[src/rtl/adder_share_sequencer.sv]
// Two-requester arbiter around one SLICE-bit adder, sequenced LSB slice
// first with a registered carry; one operation in flight at a time.
module adder_share_sequencer #(
    parameter int WIDTH = 16,
    parameter int SLICE = 4
) (
    input  logic             clk,
    input  logic             rst_n,
    input  logic             req0_valid,
    output logic             req0_ready,
    input  logic [WIDTH-1:0] req0_a,
    input  logic [WIDTH-1:0] req0_b,
    input  logic             req0_sub,
    input  logic             req1_valid,
    output logic             req1_ready,
    input  logic [WIDTH-1:0] req1_a,
    input  logic [WIDTH-1:0] req1_b,
    input  logic             req1_sub,
    output logic             resp_valid,
    input  logic             resp_ready,
    output logic [WIDTH-1:0] resp_sum,
    output logic             resp_carryout,
    output logic             resp_overflow,
    output logic             resp_id,
    output logic             busy
);

    localparam int N  = WIDTH / SLICE;
    localparam int IW = (N > 1) ? $clog2(N) : 1;

    typedef enum logic [1:0] {IDLE, RUN, DONE} state_t;

    state_t           state_q;
    logic [WIDTH-1:0] a_q;
    logic [WIDTH-1:0] b_q;
    logic [WIDTH-1:0] sum_q;
    logic             carry_q;
    logic [IW-1:0]    idx_q;
    logic             id_q;
    logic             co_q;
    logic             ov_q;
    logic             ptr_q;
    logic             resp_valid_q;

    logic             g0, g1;
    logic [WIDTH-1:0] sel_a, sel_b;
    logic             sel_sub;
    int               base;
    logic [SLICE-1:0] a_sl, b_sl;
    logic [SLICE:0]   tot;
    logic             cin_msb;
    logic             last;

    // ptr_q = 1 means req1 wins a tie; reset leaves req0 favoured
    always_comb begin
        g0 = 1'b0;
        g1 = 1'b0;
        if (req0_valid && !req1_valid) begin
            g0 = 1'b1;
        end else if (!req0_valid && req1_valid) begin
            g1 = 1'b1;
        end else if (req0_valid && req1_valid) begin
            if (ptr_q) g1 = 1'b1;
            else       g0 = 1'b1;
        end
    end

    assign req0_ready = rst_n && (state_q == IDLE) && g0;
    assign req1_ready = rst_n && (state_q == IDLE) && g1;

    always_comb begin
        sel_a   = g1 ? req1_a   : req0_a;
        sel_b   = g1 ? req1_b   : req0_b;
        sel_sub = g1 ? req1_sub : req0_sub;
    end

    always_comb begin
        base    = int'(idx_q) * SLICE;
        a_sl    = a_q[base +: SLICE];
        b_sl    = b_q[base +: SLICE];
        tot     = {1'b0, a_sl} + {1'b0, b_sl} + {{SLICE{1'b0}}, carry_q};
        cin_msb = a_sl[SLICE-1] ^ b_sl[SLICE-1] ^ tot[SLICE-1];
        last    = (idx_q == IW'(N - 1));
    end

    always_ff @(posedge clk or negedge rst_n) begin
        if (!rst_n) begin
            state_q      <= IDLE;
            a_q          <= '0;
            b_q          <= '0;
            sum_q        <= '0;
            carry_q      <= 1'b0;
            idx_q        <= '0;
            id_q         <= 1'b0;
            co_q         <= 1'b0;
            ov_q         <= 1'b0;
            ptr_q        <= 1'b0;
            resp_valid_q <= 1'b0;
        end else begin
            case (state_q)
                IDLE: begin
                    if (g0 || g1) begin
                        a_q     <= sel_a;
                        b_q     <= sel_sub ? ~sel_b : sel_b;
                        carry_q <= sel_sub;
                        id_q    <= g1;
                        ptr_q   <= g0;
                        idx_q   <= '0;
                        state_q <= RUN;
                    end
                end
                RUN: begin
                    sum_q[base +: SLICE] <= tot[SLICE-1:0];
                    carry_q              <= tot[SLICE];
                    if (last) begin
                        co_q         <= tot[SLICE];
                        ov_q         <= cin_msb ^ tot[SLICE];
                        resp_valid_q <= 1'b1;
                        state_q      <= DONE;
                    end else begin
                        idx_q <= idx_q + IW'(1);
                    end
                end
                DONE: begin
                    if (resp_ready) begin
                        resp_valid_q <= 1'b0;
                        state_q      <= IDLE;
                    end
                end
                default: state_q <= IDLE;
            endcase
        end
    end

    assign resp_valid    = resp_valid_q;
    assign resp_sum      = sum_q;
    assign resp_carryout = co_q;
    assign resp_overflow = ov_q;
    assign resp_id       = id_q;
    assign busy          = (state_q != IDLE);

endmodule

[config.mk]
export PLATFORM = sky130hd
export DESIGN_NAME = adder_share_sequencer
export DESIGN_NICKNAME = d
export VERILOG_FILES = /design/src/rtl/adder_share_sequencer.sv
export SDC_FILE = /design/constraint.sdc
export NUM_CORES = 1
export LEC_CHECK = 0
export CAP_MARGIN = 10
export CORE_ASPECT_RATIO = 1.25
export CORE_MARGIN = 5
export CORE_UTILIZATION = 30
export CTS_BUF_LIST = sky130_fd_sc_hd__clkbuf_4
export CTS_CLUSTER_DIAMETER = 150
export DETAILED_ROUTE_END_ITERATION = 16
export GPL_ROUTABILITY_DRIVEN = 0
export PLACE_DENSITY_LB_ADDON = 0.08
export SYNTH_ARGS = -nofsm -noshare
export SYNTH_HDL_FRONTEND = slang
export SYNTH_SLANG_ARGS = --single-unit
[constraint.sdc]
create_clock -name clk -period 2.85 [get_ports clk]
set_input_delay 0.57 -clock clk [delete_from_list [all_inputs] [get_ports clk]]
set_output_delay 0.57 -clock clk [all_outputs]
set_load 0.1 [all_outputs]
After elaboration in Yosys (flattened, before gate mapping)
Index checks and enable logic that the tools add are counted.
{"block": "word_totals", "reg_bits": 58, "inputBits": 71, "out_inout_bits": 23, "elab_cells": 74}
{"block": "op_classes", "addsub": 4, "n_eq_ne": 7, "shift": 4, "muxes": 25, "bitwise": 4, "reduce_logical": 19}
{"cell": "16-bit two-way mux", "n": 3}
{"cell": "4-bit negator with 33-bit output", "n": 1}
{"cell": "4-bit by 33-bit variable shift with 16-bit output, first input constant", "n": 1}
{"cell": "4-bit by 33-bit variable part select with 16-bit output", "n": 1}
{"cell": "16-bit by 5-bit variable part select with 4-bit output", "n": 2}
{"cell": "16-bit bitwise mux", "n": 1}
{"cell": "16-bit inverter", "n": 1}
{"cell": "1-bit two-way mux", "n": 12}
{"cell": "2-bit two-way mux", "n": 5}
{"cell": "3-bit AND reduction", "n": 3}
{"cell": "1-bit logical AND", "n": 6}
{"cell": "2-bit != test, second input constant", "n": 3}
{"cell": "2-bit one-hot mux with 3 select lines", "n": 1}
{"cell": "2-bit AND reduction", "n": 3}
{"cell": "2-bit nonzero test", "n": 3}
{"cell": "4-bit by 4-bit adder with 5-bit output", "n": 1}
{"cell": "5-bit by 1-bit adder with 5-bit output", "n": 1}
{"cell": "2-bit equality test, second input constant", "n": 2}
{"cell": "1-bit one-hot mux with 2 select lines", "n": 2}
{"cell": "2-bit one-hot mux with 2 select lines", "n": 1}
{"cell": "1-bit XOR", "n": 3}
{"cell": "2-bit by 1-bit adder with 2-bit output, second input constant", "n": 1}
{"cell": "2-bit by 1-bit equality test with 1-bit output, second input constant", "n": 1}
{"cell": "1-bit zero test", "n": 2}
{"cell": "other kinds (3)", "n": 3}

Depth between registers and ports, before layout
{"block": "depth", "ltp_word": 7, "mapped_depth": 8, "ltp_nobuf": 7}

Least setup slack after synthesis
No wires, ideal clock.
{"block": "synth_path", "path_type": "register to register", "from": "reg idx_q[1]", "to": "reg ov_q (netlist: resp_overflow)", "setup_time_ns": 0.129, "arrival_ns": 2.470, "path_slack_ns": 0.252, "stages_incl_launch_ff": 9, "path_buffers": 1, "cell_sequence": "dfrtp_1 > clkbuf_1 > mux4_2 > fa_1 > fa_1 > a21o_1 > a21oi_1 > xnor2_1 > o21ai_0"}
{"block": "synth_between", "elab_chain_cells": 5, "word_cells_on_any_way": 9}
{"item": "start: declaration", "line": "38", "text": "logic [IW-1:0] idx_q;"}
{"item": "start signal: assignment", "line": "121", "text": "idx_q <= idx_q + IW'(1);"}
{"item": "16-bit by 5-bit variable part select with 4-bit output, on equally long branches", "line": "79, 80"}
{"item": "4-bit by 4-bit adder with 5-bit output", "line": "81", "text": "tot = {1'b0, a_sl} + {1'b0, b_sl} + {{SLICE{1'b0}}, carry_q};"}
{"item": "5-bit by 1-bit adder with 5-bit output", "line": "81"}
{"item": "1-bit XOR", "line": "82", "text": "cin_msb = a_sl[SLICE-1] ^ b_sl[SLICE-1] ^ tot[SLICE-1];"}
{"item": "1-bit XOR", "line": "117", "text": "ov_q <= cin_msb ^ tot[SLICE];"}
{"item": "end signal: assignment", "line": "117"}
{"item": "end: declaration", "line": "41", "text": "logic ov_q;"}
Several ways; a longest one is shown, not always the timed one.
A chain may end at the register's enable or synchronous reset.

Worst setup path in the final report
{"block": "layout_path", "from": "reg idx_q[0]", "to": "reg ov_q (netlist: resp_overflow)"}
Same word-level chain as after synthesis.

==> out/results.tsv <==
stage	metric	value	unit
placement	area post-placement	4390	um2
global_route	initial antenna violation count	1	
synth	Synth Net Count	422	
sta	Worst Setup Slack, final	0.234	ns
power_and_ir_drop	Power per Cell Area	1220	nW/um2
cts	CTS Sinks	58	
floorplanning	Initial Util	30.7	%
setup_path	Setup CP Type	flop to flop	
sta	Final min period	2.62	ns
floorplanning	# rows	43	
sta	period utilization	91.8	%
floorplanning	die height	129	um
routing	vias	2713	
sta	clk_skew	0.0169	ns
setup_path	Startpoint Class	flop	
setup_path	crit-path max cell delay	0.55	ns
cts	clk buf depth	2	
synth	leading area contributor after synthesis	dfrtp_1	
floorplanning	core area	11100	um2
cts	Setup Buffers After CTS	0	
synth	Synth top area share	42.7	%
sta	maximum clock rate	0.382	GHz
job	Max-cap violations	0	
floorplanning	Chip Width	105	um
setup_path	Slowest-stage cell, CP	mux4_2	
power_and_ir_drop	Leak	1.91	nW
synth	register bit total from synthesis	58	
cts	Reg clk slew, reported paths	0.10	ns
placement	DP Cell Count	558	
routing	Via density	4.73	
synth	fraction of registers with async set/reset	100	%
setup_path	crit path DAT	2.88	ns
placement	pre-CTS WS	0.148	ns
routing	wirelength, routed	8.90	mm
cts	cts bufs inserted	9	
final_layout	post-layout net count	516	
min_path	worst min path class	primary input to asynchronous set/reset pin	
floorplanning	IO Pins	94	
cts	root buffer cell	clkbuf_4	
final_layout	share of layout cells above drive strength 1	19.2	%
placement	IO buf count	93	
final_layout	Filler Cell Count	1164	
synth	post-synthesis sequential area ratio	42.7	%
setup_path	kind of end point of the critical path	flop	
final_layout	area delta synth->final	32.8	%
status	outcome	completed	
final_layout	Post-Layout Cell Count	574	
synth	Synth Cell Area	3400	um2
synth	Synth Flop Type	dfrtp_1	
routing	drt wl/cell	15.5	um
synth	Yosys cell types	43	
routing	starting DRC count in detailed routing	54	
setup_path	CP max FO	4	
sta	Slew HR	49.6	%
synth	Area contributors post-synth	dfrtp_1 43%, nand2_1 6.4%, mux4_2 5.3%, xnor2_1 4.9%, a21oi_1 4.7%	
final_layout	fin util	40.7	%
cts	clock latency on the worst-skew pair	0.40	ns
synth	number of synthesized flops with an enable pin	0	
sta	Worst-Margin Slew	0.756	ns
setup_path	Cell Chain, Critical Path	mux4_2 -> fa_1 -> fa_1 -> a21o_1 -> a21oi_2 -> xnor2_1 -> o21ai_0	
synth	YS warnings	0	
placement	HPWL Detailed	6.95	mm
power_and_ir_drop	Max VDD drop	0.424	mV
routing	Post-DRT Antenna Nets	0	
routing	# DRC	0	
synth	synthesized area per cell	9.99	um2
global_route	vias in the first global route	2929	
global_route	first-pass GRT wire length	14.6	mm
routing	drt pass-1 iters	6	
synth	Synth top cells by count	58 x dfrtp_1, 58 x nand2_1, 32 x a21oi_1	
final_layout	register area	1450	um2
sta	RSZ-0062 raised after global routing	no	
setup_path	WP data required	3.12	ns
final_layout	final instance area	4510	um2
setup_path	most used cell along the critical path	fa_1	
sta	Slew Limit Fails	0	
cts	CTS H-Tree Depth	3	
sta	Final Hold Fails	0	
global_route	grt ovf	0	
sta	TNS Setup	0	ns
sta	final setup fails	0	
floorplanning	die area	13600	um2
cts	CTS tree	built	
final_layout	area of the multi-input gates	1760	um2
global_route	Tot GR Track Use	13.5	%
synth	Post-Syn Instances	340	
global_route	largest net degree at the start of global routing	59	
[worst paths after layout]
check	from	end	slack [ns]	depth (start not counted)
worst max-delay path	idx_q[0]	resp_overflow	0.23	7
worst min-delay path	rst_n	a_q[1]	0.40	2
worst max register to register	idx_q[0]	resp_overflow	0.23	7
worst min register to register	resp_sum[2]	resp_sum[2]	0.49	2
max in group asynchronous	rst_n	resp_sum[9]	1.93	2
min in group clk	resp_sum[2]	resp_sum[2]	0.49	2
[through the flow]
step                hold WS, ns  total power [mW]
global route              0.469              5.93
finish                    0.401              5.53
CTS                       0.421              5.59
detailed placement        0.473              5.03
floorplan                 0.274              4.09
global placement          0.464              5.00
[area by class of cell]
| cell class | count | area share (%) |
|---|---|---|
| tap | 135 | 3.74 |
| clock inverter | 5 | 1.03 |
| timing repair buffer | 105 | 21.8 |
| inverter | 6 | 0.499 |
| clock buffer | 10 | 1.66 |
| sequential | 58 | 32.2 |
| antenna | 1 | 0.0554 |
| multi-input combinational | 254 | 39.1 |
[placed cells by master, fill, tap and decap left out, types with 7 or more instances in the layout]
| cell | synthesis | final |
|---|---|---|
| clkdlybuf4s50_1 | 0 | 69 |
| nand2_1 | 58 | 58 |
| dfrtp_1 | 58 | 58 |
| buf_4 | 2 | 33 |
| a21oi_1 | 32 | 31 |
| nor2_1 | 22 | 22 |
| xnor2_1 | 19 | 19 |
| xor2_1 | 16 | 16 |
| o21ai_1 | 14 | 13 |
| a22o_1 | 12 | 12 |
| o21ai_0 | 10 | 10 |
| a31oi_1 | 10 | 10 |
| clkbuf_4 | 1 | 10 |
| ha_1 | 9 | 9 |
| mux4_2 | 8 | 8 |
| nand2_2 | 8 | 8 |
| a31oi_2 | 7 | 7 |
[repair_timing]
item,CTS,global route
gates resized for setup,0,1
endpoints found under the setup margin,0,1
hold buffers,0,0
[kinds of logic after synthesis]
group                    after synthesis  synth area share (%)
AND/OR/NAND/NOR                      100                  13.4
AO/OA/AOI/OAI                         99                  19.2
flip-flops                            58                  42.7
XOR/XNOR                              35                  9.02
buffers and inverters                 28                  5.60
adder cells (fa/ha/maj)               11                  4.49
multiplexers                           9                  5.63
[registers in the layout, summed over array words and instances (netlist names)]
signal,flops
resp_overflow,1
idx_q,2
resp_valid,1
ptr_q,1
b_q,16
resp_id,1
resp_carryout,1
resp_sum,16
a_q,16
state_q,2
carry_q,1
[power by group]
part           internal (mW)  switching, mW  total [mW]
clock network          0.263          0.296       0.559
registers               1.20          0.253        1.46
logic                   1.20           2.31        3.51
total                   2.67           2.86        5.53
[critical path, delay by kind of cell, from the launching register on]
kind,cells,cell delay [ns]
adders and majority gates,2,0.86
muxes,1,0.55
AOI/OAI and AO/OA,3,0.50
DFF,1,0.45
xor gates and xnor gates,1,0.14
[per-layer routing]
layer	part of all wire, %	GRT usage [%]	vias to the layer above
li1	-	-	1375
met1	42	16.4	1271
met4	1.5	5.87	0
met5	0	0	-
met2	52	23.5	58
met3	4.1	2.11	9
No activity file was read; power rests on OpenSTA's default activity.
